--- src/rtl/ann_pkg.sv ---
// Shared constants, FSM encoding and helpers for the ANN neuron datapath.
package ann_pkg;

    localparam int unsigned ROW_LEN = 28;
    localparam int unsigned ADDR_W  = 5;
    localparam int unsigned Q_FRAC  = 8;
    localparam int unsigned DATA_W  = 16;
    localparam int unsigned PROD_W  = 2 * DATA_W;
    localparam int unsigned ACC_W   = 40;

    typedef enum logic [1:0] {
        StIdle,
        StIssue,
        StDrain,
        StFinish
    } mac_state_e;

    // Q8.8 bias aligned to the Q24.16 accumulator (sign-extended, << Q_FRAC).
    function automatic logic [ACC_W-1:0] bias_to_acc(input logic [DATA_W-1:0] bias);
        return {{(ACC_W - DATA_W - Q_FRAC){bias[DATA_W-1]}}, bias, {Q_FRAC{1'b0}}};
    endfunction

    function automatic logic [ACC_W-1:0] prod_to_acc(input logic [PROD_W-1:0] prod);
        return {{(ACC_W - PROD_W){prod[PROD_W-1]}}, prod};
    endfunction

endpackage

--- src/rtl/q88_narrow.sv ---
// Q24.16 accumulator -> Q8.8 conversion (ACC >>> 8 narrowed to 16 bits).
// Define MAC_SAT_EN to saturate instead of wrapping.
module q88_narrow
    import ann_pkg::*;
(
    input  logic [ACC_W-1:0]  acc_i,
    output logic [DATA_W-1:0] q_o
);

    localparam int unsigned MsbIdx = Q_FRAC + DATA_W - 1;

`ifdef MAC_SAT_EN
    logic in_range;
    logic unused_frac;

    // In range when every bit above the result MSB matches its sign.
    assign in_range    = (&acc_i[ACC_W-1:MsbIdx]) | ~(|acc_i[ACC_W-1:MsbIdx]);
    assign unused_frac = ^acc_i[Q_FRAC-1:0];

    always_comb begin
        q_o = acc_i[MsbIdx:Q_FRAC];
        if (!in_range) begin
            q_o = acc_i[ACC_W-1] ? 16'h8000 : 16'h7FFF;
        end
    end
`else
    logic unused_bits;

    assign unused_bits = ^{acc_i[ACC_W-1:MsbIdx+1], acc_i[Q_FRAC-1:0]};
    assign q_o         = acc_i[MsbIdx:Q_FRAC];
`endif

endmodule

--- src/rtl/neuron_row_mac.sv ---
// One-row sequencing MAC: walks 28 weight/input BRAM pairs, accumulates Q16.16
// products onto a bias or prior partial sum, emits a Q8.8 result with DONE.
module neuron_row_mac
    import ann_pkg::*;
(
    input  logic              clk_i,
    input  logic              rst_i,
    input  logic              start_i,
    input  logic              chain_i,
    input  logic [DATA_W-1:0] bias_i,
    output logic [ADDR_W-1:0] w_addr_o,
    output logic              w_en_o,
    input  logic [DATA_W-1:0] w_do_i,
    output logic [ADDR_W-1:0] x_addr_o,
    output logic              x_en_o,
    input  logic [DATA_W-1:0] x_do_i,
    output logic              busy_o,
    output logic              done_o,
    output logic [DATA_W-1:0] result_o
);

    localparam logic [ADDR_W-1:0] LastAddr = ADDR_W'(ROW_LEN - 1);

    mac_state_e         state_q, state_d;
    logic [ADDR_W-1:0]  addr_q, addr_d;
    logic [ACC_W-1:0]   acc_q, acc_d;
    logic [PROD_W-1:0]  prod_q;
    logic               prod_vld_q;
    logic [DATA_W-1:0]  result_q;
    logic               done_q;
    logic [DATA_W-1:0]  narrow_q88;
    logic               accept;

    assign accept = (state_q == StIdle) && start_i;

    always_ff @(posedge clk_i or posedge rst_i) begin
        if (rst_i) begin
            state_q <= StIdle;
        end else begin
            state_q <= state_d;
        end
    end

    always_comb begin
        state_d = state_q;
        unique case (state_q)
            StIdle:   if (start_i) state_d = StIssue;
            StIssue:  if (addr_q == LastAddr) state_d = StDrain;
            StDrain:  state_d = StFinish;
            StFinish: state_d = StIdle;
            default:  state_d = StIdle;
        endcase
    end

    always_comb begin
        w_en_o   = (state_q == StIssue);
        x_en_o   = (state_q == StIssue);
        w_addr_o = addr_q;
        x_addr_o = addr_q;
        busy_o   = (state_q != StIdle);
        done_o   = done_q;
        result_o = result_q;
    end

    always_comb begin
        addr_d = '0;
        if (state_q == StIssue && addr_q != LastAddr) begin
            addr_d = addr_q + 1'b1;
        end
    end

    // PROD lags the issued address by one edge, ACC by two.
    always_comb begin
        acc_d = acc_q;
        if (accept) begin
            if (!chain_i) acc_d = bias_to_acc(bias_i);
        end else if (prod_vld_q) begin
            acc_d = acc_q + prod_to_acc(prod_q);
        end
    end

    q88_narrow u_narrow (
        .acc_i (acc_q),
        .q_o   (narrow_q88)
    );

    always_ff @(posedge clk_i or posedge rst_i) begin
        if (rst_i) begin
            addr_q     <= '0;
            acc_q      <= '0;
            prod_q     <= '0;
            prod_vld_q <= 1'b0;
            result_q   <= '0;
            done_q     <= 1'b0;
        end else begin
            addr_q     <= addr_d;
            acc_q      <= acc_d;
            prod_vld_q <= (state_q == StIssue);
            done_q     <= (state_q == StFinish);
            if (state_q == StIssue) begin
                prod_q <= $signed(w_do_i) * $signed(x_do_i);
            end
            if (state_q == StFinish) begin
                result_q <= narrow_q88;
            end
        end
    end

endmodule
--- config.mk ---
export PLATFORM = sky130hd
export DESIGN_NAME = neuron_row_mac
export DESIGN_NICKNAME = d
export VERILOG_FILES = /design/src/rtl/ann_pkg.sv /design/src/rtl/q88_narrow.sv /design/src/rtl/neuron_row_mac.sv
export SDC_FILE = /design/constraint.sdc
export NUM_CORES = 1
export LEC_CHECK = 0
export CORE_MARGIN = 3
export CORE_UTILIZATION = 57
export CTS_CLUSTER_DIAMETER = 60
export DETAILED_ROUTE_END_ITERATION = 8
export PLACE_DENSITY_LB_ADDON = 0.15
export SETUP_SLACK_MARGIN = 0.15
export SYNTH_ARGS = -nofsm -noshare
export SYNTH_HDL_FRONTEND = slang
export SYNTH_HIERARCHICAL = 1
export SYNTH_SLANG_ARGS = --single-unit
export TNS_END_PERCENT = 1
--- constraint.sdc ---
create_clock -name clk_i -period 7.53 [get_ports clk_i]
set_input_delay 2.259 -clock clk_i [delete_from_list [all_inputs] [get_ports clk_i]]
set_output_delay 2.259 -clock clk_i [all_outputs]
set_load 0.05 [all_outputs]
# After elaboration in Yosys (flattened, before gate mapping)
# Cells that the tools add are included.
# op_classes
add_sub_neg,2
mul,1
n_div,0
order_cmp,0
eq_ne,8
shifts,0
n_mux,7
n_bitwise,0
n_reduce_logical,7
# ops
cell,count
2-to-1 mux 40 bit,3
adder 40 bit,1
multiplier 16 x 16 -> 32 bit,1
case mux 2 bit (4 select lines),1
adder 5 x 1 -> 5 bit (second input constant),1
equality test 5 bit (second input constant),1
2-to-1 mux 5 bit,1
!= test 5 bit (second input constant),1
equality test 2 bit (second input constant),2
2-to-1 mux 2 bit,2
!= test 2 bit (second input constant),2
AND reduction 2 bit,2
nonzero test 2 bit,2
equality test 2 x 1 -> 1 bit (second input constant),1
logical AND 1 bit,2
zero test 2 bit,1
!= test 2 x 1 -> 1 bit (second input constant),1
# totals
reg_bits,97
latch_bits,0
mem_bits_rw,0
mem_bits_ro,0
inputBits,52
out_inout_bits,30
word_cells,32
mem_count,0

# Depth between registers and ports, before layout
# Gate-level depths: netlist of run 1.
# logic_depth
depth_word,4
mapped_depth,23
mapped_depth_nobuf,22

# Hierarchy
# The synthesis of run 1 kept the hierarchy.
# modules_own_cells
mod,n_inst,cells_each,area_per_inst_um2,seq_area_each_um2
neuron_row_mac,1,1679,15642.5,2427.3
q88_narrow,1,16,120.1,0.0

# Worst setup path before layout of run 1
# Ideal clock, no wire load.
# synth_timing
kind,input-to-reg
start,input x_do_i[1]
end,register prod_q[31]
setup_ns,0.125
t_arrival_ns,7.761
t_required_ns,7.405
slack_ns,-0.356
path_stages,22
path_buffers,1
cell_sequence,clkbuf_1 > nand2_1 > fa_1 > fa_1 > fa_1 > inv_1 > fa_1 > fa_1 > inv_1 > fa_1 > inv_1 > ha_1 > a21o_1 > a21o_1 > a21oi_1 > o221ai_2 > a22oi_2 > a21oi_2 > a31o_1 > a221oi_2 > xnor2_1 > mux2_2
# synth_via
elab_chain_cells,1
# synth_lines
item,line,source
from (decl),neuron_row_mac.sv:16,"input logic [DATA_W-1:0] x_do_i,"
multiplier 16 x 16 -> 32 bit,neuron_row_mac.sv:101,prod_q <= $signed(w_do_i) * $signed(x_do_i);
to (signal assigned),neuron_row_mac.sv:101,
to (decl),neuron_row_mac.sv:27,logic [PROD_W-1:0] prod_q;
# No other way between the ends.
# A chain may end at the register's enable or synchronous reset.

# Worst setup path after layout of run 1
# layout_timing
start,input x_do_i[5]
end,register prod_q[23]
# Same word-level chain as after synthesis.

==> results.py, run 1 <==
metrics = {
    "outcome": {
        "status": "finished, final reports clean",
    },
    "routing": {
        "firstDrtPassIters": 5,
        "wl_um": 26500,
        "wl_per_cell_um": 15.6,
        "drc_errors": 0,
        "drt_iter0_drc": 405,
        "viasPerCell": 5.17,
        "vias": 8796,
        "drtAntennaViolNets": 0,
    },
    "global_route": {
        "grt_overflow": 0,
        "grt.met2_usage_pct": 42.7,
        "grt_max_degree": 74,
        "grt_pass1_wl_um": 45000,
        "grt.total_usage_pct": 24.9,
        "grt_use_met1_pct": 33.2,
        "grt-busiest-layer": "met2",
        "grt_pass1_vias": 9442,
        "antenna_found_initial": 0,
        "met3_usage_pct": 4.21,
    },
    "clock_tree": {
        "htree_levels": 3,
        "cts_root_buf": "clkbuf_16",
        "hold_buffers": 0,
        "clock_latency_ns": 0.33,
        "cts_tree": "built",
        "cts_buffers": 9,
        "cts_sinks": 73,
        "cts_buffer_depth": 2,
        "clk_pin_slew_ns": 0.06,
    },
    "worst_hold_path": {
        "hp-class": "register to register",
        "hold-path-cell-count": 2,
        "min_from": "acc_q[7]",
    },
    "sta": {
        "maxSlewViolCount": 0,
        "hold_viol": 0,
        "setup_viol": 0,
        "clock-skew-final_ns": 0.00927,
        "period_minus_slack_ns": 7.35,
        "max_clock_freq_mhz": 136,
        "max_slew_margin_pct": 35.6,
        "hold_slack_ns": 0.493,
        "period_share_pct": 97.6,
        "rsz0062_at_grt": "yes",
        "tightestPinTransition_ns": 0.965,
    },
    "pwr": {
        "irDropWorstVdd_mv": 0.561,
        "fin_total_pwr_w": 0.00848,
        "power.leakage_nw": 7.15,
        "pwr_density_cell_nw_per_um2": 598,
    },
    "synthesis": {
        "netlist_area_um2": 11800,
        "syn_nets": 1628,
        "synthCells": 1273,
        "synth_area_per_cell_um2": 9.27,
        "synth_warnings": 6,
    },
    "place": {
        "place_area_um2": 13500,
        "placed_cells": 1652,
        "place_congestion": 0.891,
        "numPortBuffers": 81,
        "dp.final_hpwl_um": 22000,
    },
    "floorplanning": {
        "die_h_um": 150,
        "ioPinCount": 82,
        "dieArea_um2": 22500,
        "core_area_um2": 19900,
        "rows": 51,
        "start_util_pct": 59.2,
        "die_w_um": 150,
    },
    "run": {
        "drv_cap": 0,
    },
    "finish": {
        "filler_cell_count": 1537,
        "syn_to_final_growth_pct": 20.3,
        "seq_area_um2": 1830,
        "final_cells": 1700,
        "nets": 1785,
        "antennaDiodeCount": 0,
        "final_area_um2": 14200,
        "multi_input_area_um2": 8830,
        "drive_above_1_share_pct": 19.7,
    },
    "setup_path": {
        "worst_setup_path_start_kind": "input pin",
        "crit_path_end_kind": "register",
        "path_class": "input pin to register",
        "crit_path_start": "x_do_i[5]",
        "cp.required_ns": 7.75,
        "worst-r2r-cell-count": 13,
        "crit-reg2reg-launch": "acc_q[0]",
        "crit_arrival_ns": 7.56,
        "critical_path.max_fanout": 6,
    },
}
## cells in the final DEF, fill, tap and decap left out, drive strengths merged, types with 3 or more instances in the layout
master / count
nand2: 143
o21bai: 8
buf: 152
a21o: 17
clkdlybuf4s50: 50
o22ai: 11
mux2: 34
a211oi: 9
nand2b: 11
o21ai: 38
o211ai: 4
nor3: 3
nor2b: 3
fa: 199
xor2: 9
xnor2: 24
and2: 114
clkdlybuf4s15: 5
ha: 104
nand3: 4
o21a: 5
dfrtp: 73
nor2: 38
inv: 265
mux2i: 3
dlygate4sd2: 3
a21oi: 46
clkbuf: 20
nand4: 3
o221ai: 3
and3: 3
## final cells by class
cell class	instances	area share, %
clock buffers	10	1.61
clock inverters	6	0.476
well taps	265	2.34
inverters	264	6.98
flip-flops and latches	73	12.9
repair buffers	221	13.5
multi-input cells	861	62.3
## worst max-delay path, stage by stage
cell and delay, ns:
buf_6 0.09, buf_6 0.12, and2_4 0.13, fa_1 0.50
inv_1 0.05, fa_1 0.47, fa_1 0.53, inv_2 0.04
fa_1 0.49, fa_1 0.50, inv_1 0.05, fa_1 0.51
inv_2 0.06, ha_4 0.23, a21o_1 0.15, a21o_1 0.21
a21oi_4 0.19, o221ai_4 0.15, a22oi_2 0.17, or2b_1 0.25
xor2_1 0.14, mux2_4 0.25
## routing by layer
metal	part of all wire [%]	routed length (µm)
met5	0	0
met4	1.9	512
met1	44	11800
met3	6.3	1660
met2	47	12600
## where the power goes
part / internal, W / leakage [nW] / total, W / switching [W]
sequential: 0.000603 / 0.883 / 0.000725 / 0.000122
combinational: 0.00379 / 6.13 / 0.00734 / 0.00355
clock: 0.000257 / 0.139 / 0.000420 / 0.000163
total: 0.00465 / 7.15 / 0.00848 / 0.00384
## flip-flops by register name, indices dropped and copies added, names as in the netlist
name and flops:
w_addr_o 5, prod_q 24, prod_vld_q 1, result_o 16, done_o 1, state_q 2, acc_q 24
## stage by stage
| step | setup slack, ns | TNS, ns | utilization [%] |
|---|---|---|---|
| final | 0.183 | 0 | 71.3 |
| after global routing | -0.0148 | -0.0176 | 71.3 |
| after CTS | 0.152 | 0 | 70.8 |
| after detailed placement | -0.654 | -5.62 | 67.6 |
| after global placement | -0.571 | -4.87 | 67.6 |
| after floorplan | 0.155 | 0 | - |
## final timing paths
path                                    end  slack, ns
worst min-delay path               acc_q[7]       0.49
max in group asynchronous          acc_q[5]       4.44
worst max register to register    acc_q[22]       4.55
min in group asynchronous       w_addr_o[0]       2.52
worst max-delay path             prod_q[23]       0.18
worst min register to register     acc_q[7]       0.49
## what timing repair did
item	4_1_cts	5_1_grt
gates resized for setup	138	63
gates cloned	3	0
pin swaps	46	34
setup buffers	20	9
endpoints found under the setup margin	10	10
(Power assumes the default switching activity.)
==> run 2: changes to the inputs <==
Settings changed: GPL_TIMING_DRIVEN from default to 0.
==> results.py, run 2 (synthesis gave the netlist of run 1 again) <==
metrics = {
    "sta": {
        "period_minus_slack_ns": 7.36,
        "rsz0062_at_grt": "yes",
        "clock-skew-final_ns": 0.00774,
        "hold_slack_ns": 0.494,
        "maxSlewViolCount": 0,
        "max_slew_margin_pct": 41.9,
        "setup_viol": 0,
        "tightestPinTransition_ns": 0.872,
        "hold_viol": 0,
        "period_share_pct": 97.7,
        "max_clock_freq_mhz": 136,
    },
    "place": {
        "placed_cells": 1619,
        "dp.final_hpwl_um": 22900,
        "numPortBuffers": 81,
        "place_congestion": 0.926,
    },
    "routing": {
        "vias": 9015,
        "drc_errors": 0,
        "firstDrtPassIters": 5,
        "wl_per_cell_um": 17.0,
        "wl_um": 28400,
        "drt_iter0_drc": 516,
        "viasPerCell": 5.39,
        "drtAntennaViolNets": 0,
    },
    "global_route": {
        "grt_pass1_vias": 9351,
        "grt_max_degree": 74,
        "antenna_found_initial": 0,
        "grt.total_usage_pct": 26.5,
        "grt_pass1_wl_um": 46700,
        "grt_overflow": 0,
    },
    "finish": {
        "drive_above_1_share_pct": 15.5,
        "final_cells": 1674,
        "final_common_cell": "inv_1",
        "nets": 1759,
        "layout_common_cells": "255 x inv_1, 188 x fa_1, 141 x nand2_1",
        "antennaDiodeCount": 0,
        "syn_to_final_growth_pct": 18.8,
    },
    "floorplanning": {
        "rows": 51,
        "die_w_um": 150,
        "dieArea_um2": 22500,
        "core_area_um2": 19900,
        "die_h_um": 150,
        "start_util_pct": 59.2,
        "ioPinCount": 82,
    },
    "outcome": {
        "status": "finished, final reports clean",
    },
    "setup_path": {
        "crit-reg2reg-launch": "acc_q[0]",
        "cp_cell_sequence": "buf_6 -> buf_8 -> buf_4 -> and2_4 -> fa_2 -> inv_2 -> fa_2 -> fa_2 -> inv_2 -> fa_2 -> fa_1 -> inv_2 -> fa_1 -> inv_2 -> ha_4 -> nand4_1 -> buf_4 -> buf_4 -> o221ai_4 -> nand2_1 -> nand2_1 -> a21oi_1 -> xnor2_1 -> mux2_2",
        "cpMaxStageDelayCell": "fa_2",
        "rrSetupSlack_ns": 4.56,
        "worst-r2r-cell-count": 13,
        "critical_path.max_fanout": 7,
        "crit_path_start": "x_do_i[4]",
        "worst_setup_path_start_kind": "input pin",
        "crit_path_end_kind": "register",
        "crit_arrival_ns": 7.58,
        "cp.required_ns": 7.75,
        "path_class": "input pin to register",
        "slowest_delay_ns": 0.54,
    },
    "clock_tree": {
        "htree_levels": 3,
        "clock_latency_ns": 0.34,
        "cts_root_buf": "clkbuf_16",
        "cts_sinks": 73,
        "cts_buffers": 9,
        "clk_pin_slew_ns": 0.06,
        "hold_buffers": 0,
        "cts_tree": "built",
        "cts_buffer_depth": 2,
    },
    "pwr": {
        "p_clk_share_pct": 5.4,
        "power_frac_comb_pct": 85.5,
        "p_sw_share_pct": 48.0,
        "power_frac_seq_pct": 9.1,
        "fin_total_pwr_w": 0.00796,
        "irDropWorstVdd_mv": 0.450,
        "p_sw_w": 0.00382,
        "internal_power_w": 0.00414,
        "power.leakage_nw": 6.97,
        "pwr_density_cell_nw_per_um2": 568,
    },
    "worst_hold_path": {
        "min_from": "acc_q[6]",
        "hp-class": "register to register",
        "hold-path-cell-count": 2,
    },
    "run": {
        "drv_cap": 0,
    },
}
run 2: power groups by stage:
stage	Sequential, W	Clock [W]	Combinational [W]
final	0.000727	0.000430	0.00680
after global routing	0.000749	0.000451	0.00763
after CTS	0.000727	0.000435	0.00644
after detailed placement	0.000735	0	0.00603
after global placement	0.000726	0	0.00591
after floorplan	0.000858	0	0.00462
run 2: metrics by stage:
stage | area, µm² | worst slack [ns] | util, % | TNS, ns
2_1_floorplan | 11800 | 0.155 | - | 0
3_3_place_gp | 13000 | -1.20 | 65.2 | -11.59
3_5_place_dp | 13000 | -1.29 | 65.2 | -12.70
4_1_cts | 13900 | 0.129 | 69.7 | 0
5_1_grt | 14000 | -0.0177 | 70.4 | -0.0229
6_report | 14000 | 0.171 | 70.4 | 0
run 2: per-layer routing:
metal | track usage, % | part of all wire [%] | vias to the layer above
met2 | 44.2 | 47 | 372
li1 | - | - | 4142
met3 | 3.18 | 6.9 | 85
met5 | 0 | 0 | -
met4 | 10.4 | 4.3 | 0
met1 | 35.5 | 42 | 4416
run 2: layout make-up:
type,instances,area [µm²]
well taps,265,332
plain buffers,75,682
clock buffers,10,239
multi-input cells,861,8790
flip-flops and latches,73,1830
fillers,1565,5900
inverters,264,993
repair buffers,120,1070
clock inverters,6,67.6
run 2: worst paths after layout:
kind	end
max	prod_q[21]
min	acc_q[6]
max reg2reg	acc_q[22]
min reg2reg	acc_q[6]
max in group asynchronous	prod_q[17]
min in group asynchronous	state_q[0]
run 2: critical path: cells and delay by family:
kind	cells	cell delay [ns]
xor gates and xnor gates	1	0.13
and+or+nand+nor	4	0.46
adders and majority gates	7	3.26
muxes	1	0.26
buffers and inverters	9	0.90
AOI/OAI and AO/OA	2	0.32
run 2: repair_timing:
item / in CTS / in global routing
gates cloned: 1 / 0
pin swaps: 27 / 33
setup buffers: 31 / 7
setup endpoints to repair: 13 / 11
gates resized for setup: 218 / 58
hold endpoints to repair: 0 / 0
